==> config.mk <==
export PLATFORM = sky130hd
export DESIGN_NAME = difftest_event_serializer_flat
export DESIGN_NICKNAME = d
export VERILOG_FILES = /design/src/rtl/difftest_event_serializer_if.sv /design/src/rtl/difftest_event_serializer.sv /design/src/flat_wrapper.sv
export SDC_FILE = /design/constraint.sdc
export NUM_CORES = 2
export LEC_CHECK = 0
export BUFFER_PORTS_ARGS = -buffer_cell sky130_fd_sc_hd__buf_2
export CAP_MARGIN = 20
export CORE_AREA = 3 3 596 598
export DETAILED_ROUTE_END_ITERATION = 10
export DIE_AREA = 0 0 599 601
export PLACE_DENSITY = 0.34
export SLEW_MARGIN = 40
export SYNTH_ARGS = -nofsm -noshare
export SYNTH_HDL_FRONTEND = slang
export SYNTH_SLANG_ARGS = --single-unit
export TNS_END_PERCENT = 10
==> constraint.sdc <==
create_clock -name s_axi_aclk -period 4.1 [get_ports s_axi_aclk]
set_input_delay 0.205 -clock s_axi_aclk [delete_from_list [all_inputs] [get_ports s_axi_aclk]]
set_output_delay 0.205 -clock s_axi_aclk [all_outputs]
set_load 0.02 [all_outputs]
==> src/rtl/difftest_event_serializer_if.sv <==
`default_nettype none
// ============================================================================
// Module   : difftest_event_serializer_if
// Brief    : 64-bit framed word stream (valid/ready with last marker).
// Revision : 1.0 - initial release
// ============================================================================
interface difftest_event_serializer_if;
    logic [63:0] m_data;
    logic        m_valid;
    logic        m_last;
    logic        m_ready;

    modport master (output m_data, output m_valid, output m_last, input m_ready);
    modport slave  (input m_data, input m_valid, input m_last, output m_ready);
endinterface
`default_nettype wire

==> src/rtl/difftest_event_serializer.sv <==
`default_nettype none
// ============================================================================
// Module   : difftest_event_serializer
// Brief    : Captures one packed difftest event snapshot and emits it as a
//            framed 64-bit stream; snapshots arriving mid-frame are dropped.
// Revision : 1.0 - initial release
// ============================================================================
module difftest_event_serializer #(
    parameter logic [7:0] SYNC   = 8'hA5,
    parameter int         SEQ_W  = 16,
    parameter int         DROP_W = 16
) (
    input  wire                    s_axi_aclk,
    input  wire                    s_axi_aresetn,
    input  wire                    en,
    input  wire  [6:0]             event_valid,
    input  wire  [127:0]           commitevent,
    input  wire  [199:0]           Validevent,
    input  wire  [16:0]            csr_valid,
    input  wire  [1087:0]          csr_data,
    difftest_event_serializer_if.master m,
    output logic                   busy,
    output logic [SEQ_W-1:0]       seq,
    output logic [DROP_W-1:0]      drop_cnt,
    output logic                   overflow
);

    typedef enum logic [2:0] {
        S_IDLE   = 3'd0,
        S_HDR    = 3'd1,
        S_COMMIT = 3'd2,
        S_VALID  = 3'd3,
        S_CSR    = 3'd4
    } state_t;

    state_t          r_state;
    state_t          w_state_nxt;
    logic [6:0]      r_ev;
    logic [127:0]    r_commit;
    logic [199:0]    r_valid_pl;
    logic [16:0]     r_csr_vec;
    logic [16:0]     r_csr_mask;
    logic [1087:0]   r_csr_data;
    logic [7:0]      r_len;
    logic [1:0]      r_beat;
    logic [SEQ_W-1:0]  r_seq;
    logic [DROP_W-1:0] r_drop;
    logic            r_ovf;

    logic            w_req;
    logic            w_capture;
    logic            w_drop;
    logic            w_xfer;
    logic [4:0]      w_pop;
    logic [7:0]      w_len;
    logic [4:0]      w_csr_idx;
    logic [16:0]     w_csr_rest;
    logic            w_has_valid;
    logic [255:0]    w_valid_ext;
    logic [1:0]      w_beat_nxt;
    logic [16:0]     w_mask_nxt;

    assign w_req       = (|event_valid[5:0]) | (|csr_valid);
    assign w_capture   = (r_state == S_IDLE) && en && w_req;
    assign w_drop      = (r_state != S_IDLE) && w_req;
    assign w_xfer      = m.m_valid && m.m_ready;
    assign w_has_valid = |r_ev[5:1];
    assign w_valid_ext = {56'b0, r_valid_pl};
    assign w_csr_rest  = r_csr_mask & (r_csr_mask - 17'd1);

    assign busy     = (r_state != S_IDLE);
    assign seq      = r_seq;
    assign drop_cnt = r_drop;
    assign overflow = r_ovf;

    always_comb begin
        w_pop = '0;
        for (int i = 0; i < 17; i++) begin
            w_pop = w_pop + 5'(csr_valid[i]);
        end
        w_len = 8'(w_pop) + (event_valid[0] ? 8'd2 : 8'd0) + ((|event_valid[5:1]) ? 8'd4 : 8'd0);
    end

    // Lowest set bit of the remaining mask selects the next CSR word.
    always_comb begin
        w_csr_idx = '0;
        for (int i = 16; i >= 0; i--) begin
            if (r_csr_mask[i]) w_csr_idx = 5'(i);
        end
    end

    always_comb begin
        w_state_nxt = r_state;
        w_beat_nxt  = r_beat;
        w_mask_nxt  = r_csr_mask;
        m.m_valid   = (r_state != S_IDLE);
        m.m_data    = '0;
        m.m_last    = 1'b0;
        case (r_state)
            S_IDLE: begin
                if (w_capture) w_state_nxt = S_HDR;
            end
            S_HDR: begin
                m.m_data = {SYNC, 1'b0, r_ev, 7'b0, r_csr_vec, 16'(r_seq), r_len};
                m.m_last = (r_len == 8'd0);
                if (w_xfer) begin
                    w_beat_nxt = '0;
                    if (r_ev[0])                w_state_nxt = S_COMMIT;
                    else if (w_has_valid)       w_state_nxt = S_VALID;
                    else if (r_csr_mask != '0)  w_state_nxt = S_CSR;
                    else                        w_state_nxt = S_IDLE;
                end
            end
            S_COMMIT: begin
                m.m_data = r_beat[0] ? r_commit[127:64] : r_commit[63:0];
                m.m_last = r_beat[0] && !w_has_valid && (r_csr_mask == '0);
                if (w_xfer) begin
                    if (r_beat[0]) begin
                        w_beat_nxt = '0;
                        if (w_has_valid)            w_state_nxt = S_VALID;
                        else if (r_csr_mask != '0)  w_state_nxt = S_CSR;
                        else                        w_state_nxt = S_IDLE;
                    end else begin
                        w_beat_nxt = r_beat + 2'd1;
                    end
                end
            end
            S_VALID: begin
                m.m_data = w_valid_ext[r_beat*64 +: 64];
                m.m_last = (r_beat == 2'd3) && (r_csr_mask == '0);
                if (w_xfer) begin
                    w_beat_nxt = r_beat + 2'd1;
                    if (r_beat == 2'd3) begin
                        w_state_nxt = (r_csr_mask != '0) ? S_CSR : S_IDLE;
                    end
                end
            end
            S_CSR: begin
                m.m_data = r_csr_data[w_csr_idx*64 +: 64];
                m.m_last = (w_csr_rest == '0);
                if (w_xfer) begin
                    w_mask_nxt = w_csr_rest;
                    if (w_csr_rest == '0) w_state_nxt = S_IDLE;
                end
            end
            default: w_state_nxt = S_IDLE;
        endcase
    end

    always_ff @(posedge s_axi_aclk or negedge s_axi_aresetn) begin
        if (!s_axi_aresetn) begin
            r_state    <= S_IDLE;
            r_ev       <= '0;
            r_commit   <= '0;
            r_valid_pl <= '0;
            r_csr_vec  <= '0;
            r_csr_mask <= '0;
            r_csr_data <= '0;
            r_len      <= '0;
            r_beat     <= '0;
            r_seq      <= '0;
            r_drop     <= '0;
            r_ovf      <= 1'b0;
        end else begin
            r_state <= w_state_nxt;
            r_beat  <= w_beat_nxt;
            if (w_capture) begin
                r_ev       <= event_valid;
                r_commit   <= commitevent;
                r_valid_pl <= Validevent;
                r_csr_vec  <= csr_valid;
                r_csr_mask <= csr_valid;
                r_csr_data <= csr_data;
                r_len      <= w_len;
                r_beat     <= '0;
            end else begin
                r_csr_mask <= w_mask_nxt;
            end
            if ((r_state == S_HDR) && w_xfer) r_seq <= r_seq + SEQ_W'(1);
            if (w_drop) begin
                r_ovf <= 1'b1;
                if (r_drop != {DROP_W{1'b1}}) r_drop <= r_drop + DROP_W'(1);
            end
        end
    end

endmodule
`default_nettype wire

==> src/flat_wrapper.sv <==
// flat-port wrapper written by rule: the top's interface ports become plain ports
module difftest_event_serializer_flat 
#(
    parameter logic [7:0] SYNC   = 8'hA5,
    parameter int         SEQ_W  = 16,
    parameter int         DROP_W = 16
)
  (s_axi_aclk, s_axi_aresetn, en, event_valid, commitevent, Validevent, csr_valid, csr_data, busy, seq, drop_cnt, overflow, m_m_data, m_m_valid, m_m_last, m_m_ready);
  difftest_event_serializer_if m_i ();
  input  wire s_axi_aclk;
  input  wire s_axi_aresetn;
  input  wire en;
  input  wire  [6:0] event_valid;
  input  wire  [127:0] commitevent;
  input  wire  [199:0] Validevent;
  input  wire  [16:0] csr_valid;
  input  wire  [1087:0] csr_data;
  output logic busy;
  output logic [SEQ_W-1:0] seq;
  output logic [DROP_W-1:0] drop_cnt;
  output logic overflow;
  output wire logic [$bits(m_i.m_data)-1:0] m_m_data;
  output wire logic [$bits(m_i.m_valid)-1:0] m_m_valid;
  output wire logic [$bits(m_i.m_last)-1:0] m_m_last;
  input wire logic [$bits(m_i.m_ready)-1:0] m_m_ready;
  assign m_m_data = m_i.m_data;
  assign m_m_valid = m_i.m_valid;
  assign m_m_last = m_i.m_last;
  assign m_i.m_ready = m_m_ready;
  difftest_event_serializer #(.SYNC(SYNC), .SEQ_W(SEQ_W), .DROP_W(DROP_W)) u_core (.s_axi_aclk(s_axi_aclk), .s_axi_aresetn(s_axi_aresetn), .en(en), .event_valid(event_valid), .commitevent(commitevent), .Validevent(Validevent), .csr_valid(csr_valid), .csr_data(csr_data), .m(m_i), .busy(busy), .seq(seq), .drop_cnt(drop_cnt), .overflow(overflow));
endmodule
# Word level (Yosys, flattened, before mapping)
# Index checks and enable logic that the tools add are counted.
# W data, S select, Z words.
[op_classes]
add_sub_neg = 22
eq_ne = 17
shifts = 2
n_mux = 43
bitwise_logic = 2
n_reduce_logical = 26
[op_table]
columns = ["operator", "count"]
rows = [
  ["$shiftx A1088 B12 Y64", 1],
  ["$pmux W64 S4", 1],
  ["$shiftx A256 B9 Y64", 1],
  ["$mux W5", 17],
  ["$add A5 B1 Y5", 15],
  ["$mux W64", 1],
  ["$mux W17", 3],
  ["$mux W3", 12],
  ["$logic_not A17 Y1", 2],
  ["$add A16 B1 Y16 const B", 2],
  ["$and A17 B17 Y17", 1],
  ["$reduce_bool A17 Y1", 1],
  ["$reduce_or A17 Y1", 1],
  ["$sub A17 B1 Y17 const B", 1],
  ["$ne A16 B16 Y1 const B", 1],
  ["$ne A2 B1 Y1 const B", 8],
  ["$pmux W3 S5", 1],
  ["$mux W2", 6],
  ["$reduce_or A5 Y1", 2],
  ["$ne A3 B1 Y1 const B", 3],
  ["$add A5 B8 Y8", 1],
  ["$add A8 B8 Y8", 1],
  ["$logic_and A1 B1 Y1", 8],
  ["$logic_not A8 Y1", 1],
  ["18 further kinds", 21],
]
[totals]
ff_bits = 1503
inputBits = 1444
elab_cells = 124

# Depth between registers and ports, before layout
[depth]
ltp_word = 19
depth_mapped = 16

# Worst setup path before layout
# Ideal clock, no wire load.
[synth_timing]
path_type = "input port to flip-flop"
from = "input csr_valid[0]"
to = "register u_core.r_len[5]"
setup_time_ps = 110
arrival_ps = 4111
required_ps = 3990
slack_ps = -121
cell_stages = 14
path_buffers = 0
path_cell_list = "inv_1 ha_1 inv_1 fa_1 fa_1 fa_1 fa_1 inv_1 ha_1 fa_1 ha_1 inv_1 fa_1 o41ai_1"
[synth_between]
elab_chain_len = 18
word_cells_on_any_way = 21
[synth_lines]
columns = ["item", "line", "rtl"]
rows = [
  ["start, declared", "flat_wrapper.sv:16", "input wire [16:0] csr_valid;"],
  ["$add A1 B1 Y2", "difftest_event_serializer.sv:79", "w_pop = w_pop + 5'(csr_valid[i]);"],
  ["$add A5 B1 Y5 (15 in a row)", "difftest_event_serializer.sv:79", ""],
  ["$add A5 B8 Y8", "difftest_event_serializer.sv:81", "w_len = 8'(w_pop) + (event_valid[0] ? 8'd2 : 8'd0) + ((|event_valid[5:1]) ? 8'd4 : 8'd0);"],
  ["$add A8 B8 Y8", "difftest_event_serializer.sv:81", ""],
  ["end signal, assigned", "difftest_event_serializer.sv:174", "r_len <= w_len;"],
  ["end, declared", "difftest_event_serializer.sv:44", "logic [7:0] r_len;"],
]
# Parallel ways exist; a longest one is shown, timed or not.
# A chain may end at the register's enable or synchronous reset.

# Final worst setup path
[layout_timing]
from = "register u_core.r_csr_mask[13]"
to = "output m_m_data[29]"
[layout_between]
elab_chain_len = 16
[layout_lines]
columns = ["item", "line", "rtl"]
rows = [
  ["start, declared", "difftest_event_serializer.sv:42", "logic [16:0] r_csr_mask;"],
  ["start signal, assigned", "difftest_event_serializer.sv:172", "r_csr_mask <= csr_valid;"],
  ["start signal, assigned", "difftest_event_serializer.sv:177", "r_csr_mask <= w_mask_nxt;"],
  ["$mux W5 (14 in a row)", "difftest_event_serializer.sv:88", "if (r_csr_mask[i]) w_csr_idx = 5'(i);"],
  ["$shiftx A1088 B12 Y64", "difftest_event_serializer.sv:139", "m.m_data = r_csr_data[w_csr_idx*64 +: 64];"],
  ["$pmux W64 S4", "difftest_event_serializer.sv:99", "case (r_state)"],
  ["end, declared", "flat_wrapper.sv:22", "output wire logic [$bits(m_i.m_data)-1:0] m_m_data;"],
]
# Every way passes these cells.

==> impl_results.md <==
* Run status: finished, violations left
* Violated checks: setup timing
* Maximum clock frequency at 222 MHz
* Number of inserted filler cells in the final layout at 37000
* Yosys cell types at 79
* Initial standard-cell utilization of the core at 0.199
* Share of synthesized flip-flops with an asynchronous set or reset at 1.00
* Cell with the most instances on the worst path: sky130_fd_sc_hd__buf_4
* Die span in x at 599 um
* Critical R2R Launch: u_core.r_state[0]
* Crit path kind: reg -> out
* Violation count after the first detailed-routing iteration at 6248
* CTS Buf Count at 196
* GRT Util Overall at 0.272
* Count of H-tree levels built during CTS at 4
* Worst-case reg-to-reg path depth at 8
* Vias in the first global route at 80300
* Finished Layout Cells at 16800
* DRC violations left at 0
* Total of flip-flops plus latches after synthesis at 1501
* Slack of the worst reg-to-reg path at 1.00 ns
* Count of yosys warnings during synthesis at 0
* Via count at 76900
* CTS tree: done
* Hold worst-path end: u_core.r_csr_data[777]
* Die Area at 360000 um^2
* Type of the most critical hold path: in -> reg
* Synth Area in XOR/XNOR at 0.00429
* Combined area of the multi-input logic cells at 31700 um^2
* Adder-cell share of the synthesized area at 0.00638
* Die Y at 601 um
* Post-synthesis net count at 10100
* Maximum resistive drop on vdd at 0.000455 V
* Proportion of synthesized chip area in sequential cells at 0.541
* Cell Chain, Critical Path: or4_4 -> buf_4 -> a21boi_4 -> o211ai_1 -> buf_4 -> and2_4 -> buf_4 -> clkbuf_16 -> o22ai_4 -> buf_6 -> a31oi_4 -> o211ai_1 -> buf_4
* Global-route congestion overflow total at 0
* Clock tree sinks at 1501
* Hold slack at 0.0773 ns
* Setup repair after global routing missed its margin: true
* Required time of the worst setup path at 3.89 ns
* Io pins at 1544
* Number of antenna-violating nets in the routed design at 0
* First drt pass iteration count at 6
* Min Tclk post-route at 4.50 ns
* Leakage Power at 56.1 nW
* Global-route wire length before repair at 674000 um
* Number of flops mapped to enable cells by yosys at 0
* Clock latency on the worst-skew pair at 0.91 ns
* Kind of end point of the critical path: output port
* CP Max Fanout at 14
* Pin count of the biggest net entering global routing at 117
* Antenna violations before repair at 125
* Core Region at 350000 um^2
* Slew margin rel. at 0.303
* Number of max-cap violations at 0
* DP Worst Slack at -0.485 ns
* Instance count of the mapped netlist at 8588
* Multiplexer share of the synthesized area at 0.0274
* Aggregate routed wire length at 507000 um
* Synthesis-to-finish area growth at 63.2%
* Site Rows at 217
* Share of cells above drive strength 1 at 0.230
* Startpoint Class: flip-flop
* Gp weighted congestion at 0.920
* R2R Path End: u_core.seq[15]
* Slew at the pin with the worst max-slew slack at 1.03 ns
* Crit-path slowest cell: sky130_fd_sc_hd__or4_4
* Detail-routed net length per standard cell at 30.1 um
* Synth Area in Simple Gates at 0.303
* Final Skew at 0.0803 ns
* Clock-pin slew of the registers on the worst-case setup and hold paths at 0.06 ns
* Buf/Inv on CP at 6
* Crit share post-route at 1.10
* CP Data Arrival Time at 4.29 ns
* Power per standard cell area at 892 nW/um^2
* Sequential cell area in the final layout at 37600 um^2
* Post-synthesis instance area at 69400 um^2
* Worst min-delay path startpoint: csr_data[777]
* Master cell of the clock root buffer: sky130_fd_sc_hd__clkbuf_16
* Post-layout net count at 13500
* Per-cell via count in the routed design at 4.57
* Half-perimeter wire length of the detailed placement result at 395000 um
* Compound-Gate Fraction of Synth Area at 0.0827
* Min-Delay Path Depth at 4
* Port Buffer Count at 1543
* Endpoints failing setup at 62
* Dpl cells at 14700
* Final number of hold-violating endpoints at 0
* Number of slew-limit violations in the final report at 0
* Average instance area after synthesis at 8.09 um^2
* Most used DFF post-synth: sky130_fd_sc_hd__dfrtp_1
* Top Family by Delay on Critical Path: buffers and inverters
* Combinational family with the most area after synthesis: simple AND/OR/NAND/NOR gates
* Least setup slack across all paths after layout at -0.398 ns
* Worst-case clock buffer depth at 4
* Largest incremental delay on the critical path at 0.57 ns
worst register-to-register path: stages (launching register included):
cell	delay, ns
sky130_fd_sc_hd__dfrtp_1	0.68
sky130_fd_sc_hd__nor3b_2	0.35
sky130_fd_sc_hd__buf_12	0.34
sky130_fd_sc_hd__and2_0	0.37
sky130_fd_sc_hd__and4_1	0.43
sky130_fd_sc_hd__nand4_1	0.26
sky130_fd_sc_hd__nor2_1	0.29
sky130_fd_sc_hd__nand3_1	0.13
sky130_fd_sc_hd__xnor2_1	0.14
area by class of cell:
type,instances,area share
Antenna cell,65,0.00144
Clock buffer,290,0.0511
Clock inverter,61,0.00656
Inverter,42,0.00139
Multi-Input combinational cell,6460,0.280
Sequential cell,1501,0.332
Tap cell,4599,0.0508
Timing Repair Buffer,3812,0.277
cell usage after synthesis, types with 9 or more instances:
library cell	count	area share
sky130_fd_sc_hd__mux2i_1	152	0.022
sky130_fd_sc_hd__mux4_2	16	0.0052
sky130_fd_sc_hd__o31ai_1	11	0.0012
sky130_fd_sc_hd__inv_1	42	0.0023
sky130_fd_sc_hd__o211a_1	14	0.0020
sky130_fd_sc_hd__nand2_1	4905	0.27
sky130_fd_sc_hd__o221ai_1	14	0.0018
sky130_fd_sc_hd__o22ai_1	25	0.0023
sky130_fd_sc_hd__dfrtp_1	1501	0.54
sky130_fd_sc_hd__a211oi_1	46	0.0050
sky130_fd_sc_hd__a32oi_1	26	0.0033
sky130_fd_sc_hd__o211ai_1	89	0.0096
sky130_fd_sc_hd__nor4_1	9	0.00081
sky130_fd_sc_hd__xor2_1	11	0.0014
sky130_fd_sc_hd__clkbuf_1	487	0.026
sky130_fd_sc_hd__a222oi_1	59	0.0085
sky130_fd_sc_hd__ha_1	13	0.0023
sky130_fd_sc_hd__a311oi_1	43	0.0054
sky130_fd_sc_hd__a21oi_1	174	0.013
sky130_fd_sc_hd__nor2_1	116	0.0063
sky130_fd_sc_hd__fa_1	12	0.0035
sky130_fd_sc_hd__buf_2	65	0.0047
sky130_fd_sc_hd__a2111oi_0	11	0.0014
sky130_fd_sc_hd__o311ai_0	15	0.0019
sky130_fd_sc_hd__or3_1	44	0.0040
sky130_fd_sc_hd__and3_1	61	0.0055
sky130_fd_sc_hd__nor3_1	21	0.0015
sky130_fd_sc_hd__buf_1	27	0.0015
sky130_fd_sc_hd__o22a_1	9	0.0011
sky130_fd_sc_hd__a31oi_1	95	0.0086
sky130_fd_sc_hd__a21o_1	14	0.0015
sky130_fd_sc_hd__a221oi_1	13	0.0016
sky130_fd_sc_hd__nand3_1	182	0.013
sky130_fd_sc_hd__nand4_1	24	0.0022
sky130_fd_sc_hd__a221o_1	9	0.0013
sky130_fd_sc_hd__o21ai_0	108	0.0078
sky130_fd_sc_hd__xnor2_1	23	0.0029
layout by cell type (no fill, tap or decap), types with 65 or more instances in the layout:
master / count
sky130_fd_sc_hd__nand2_1: 4894
sky130_fd_sc_hd__dlygate4sd3_1: 1632
sky130_fd_sc_hd__buf_2: 1494
sky130_fd_sc_hd__dfrtp_1: 1492
sky130_fd_sc_hd__buf_4: 457
sky130_fd_sc_hd__clkbuf_16: 201
sky130_fd_sc_hd__nand3_1: 170
sky130_fd_sc_hd__a21oi_1: 155
sky130_fd_sc_hd__mux2i_1: 130
sky130_fd_sc_hd__buf_12: 120
sky130_fd_sc_hd__nor2_1: 104
sky130_fd_sc_hd__o21ai_0: 90
sky130_fd_sc_hd__o211ai_1: 89
sky130_fd_sc_hd__buf_6: 71
sky130_fd_sc_hd__diode_2: 65
per-stage QoR:
stage / util / instance area [um^2] / TNS, ns / total power [mW]
after floorplan: - / 69400 / 0 / 45.6
after global placement: 0.248 / 86600 / -2.86 / 75.3
after detailed placement: 0.248 / 86700 / -1.94 / 75.7
after CTS: 0.321 / 112000 / -21.55 / 101
after global routing: 0.324 / 113000 / -23.06 / 106
final: 0.324 / 113000 / -14.07 / 101
logic make-up after synthesis:
family,after synthesis
simple gates,5403
flops,1501
compound gates,823
buf+inv,628
mux,170
xor+xnor,34
fa+ha+maj,29
timing repair:
action,CTS,global route
endpoints found under the hold margin,2263,0
resized for setup,350,147
pin swaps,65,60
hold buffers,1633,0
endpoints found under the setup margin,64,69
gates cloned,12,4
buffers inserted,39,30
per-layer routing:
| layer | up-vias | GRT usage | wire [um] | share of wire |
|---|---|---|---|---|
| met4 | 30 | 0.189 | 41300 | 0.081 |
| li1 | 34700 | - | - | - |
| met1 | 38300 | 0.325 | 201000 | 0.40 |
| met5 | - | 0 | 195 | 0.00038 |
| met3 | 1005 | 0.0310 | 22100 | 0.044 |
| met2 | 2911 | 0.456 | 242000 | 0.48 |
worst max-delay path by stage:
stage | to | cells past startpoint | startpoint | slack [ns]
floorplan | u_core.r_len[2] | 14 | csr_valid[0] | 0.01
global placement | u_core.r_len[4] | 17 | csr_valid[0] | -0.60
detailed placement | u_core.r_len[4] | 17 | csr_valid[0] | -0.48
CTS | m_m_data[7] | 11 | u_core.r_csr_mask[13] | -0.58
global route | m_m_data[41] | 13 | u_core.r_csr_mask[13] | -0.51
finish | m_m_data[29] | 13 | u_core.r_csr_mask[13] | -0.40
flip-flops by register name, summed over array words and instances (netlist names):
signal and count:
u_core.r_len 6, u_core.r_beat 2, u_core.r_valid_pl 200, u_core.r_csr_data 1088, u_core.seq 16, u_core.drop_cnt 16
u_core.r_csr_vec 17, u_core.overflow 1, u_core.r_state 3, u_core.r_ev 7, u_core.r_commit 128, u_core.r_csr_mask 17
power by group:
part	internal, mW	switching [mW]	leakage, nW
combinational	20.5	36.2	34.1
sequential	21.6	4.80	18.8
clock	10.4	7.50	3.23
Power figures use the tool's default switching activity.
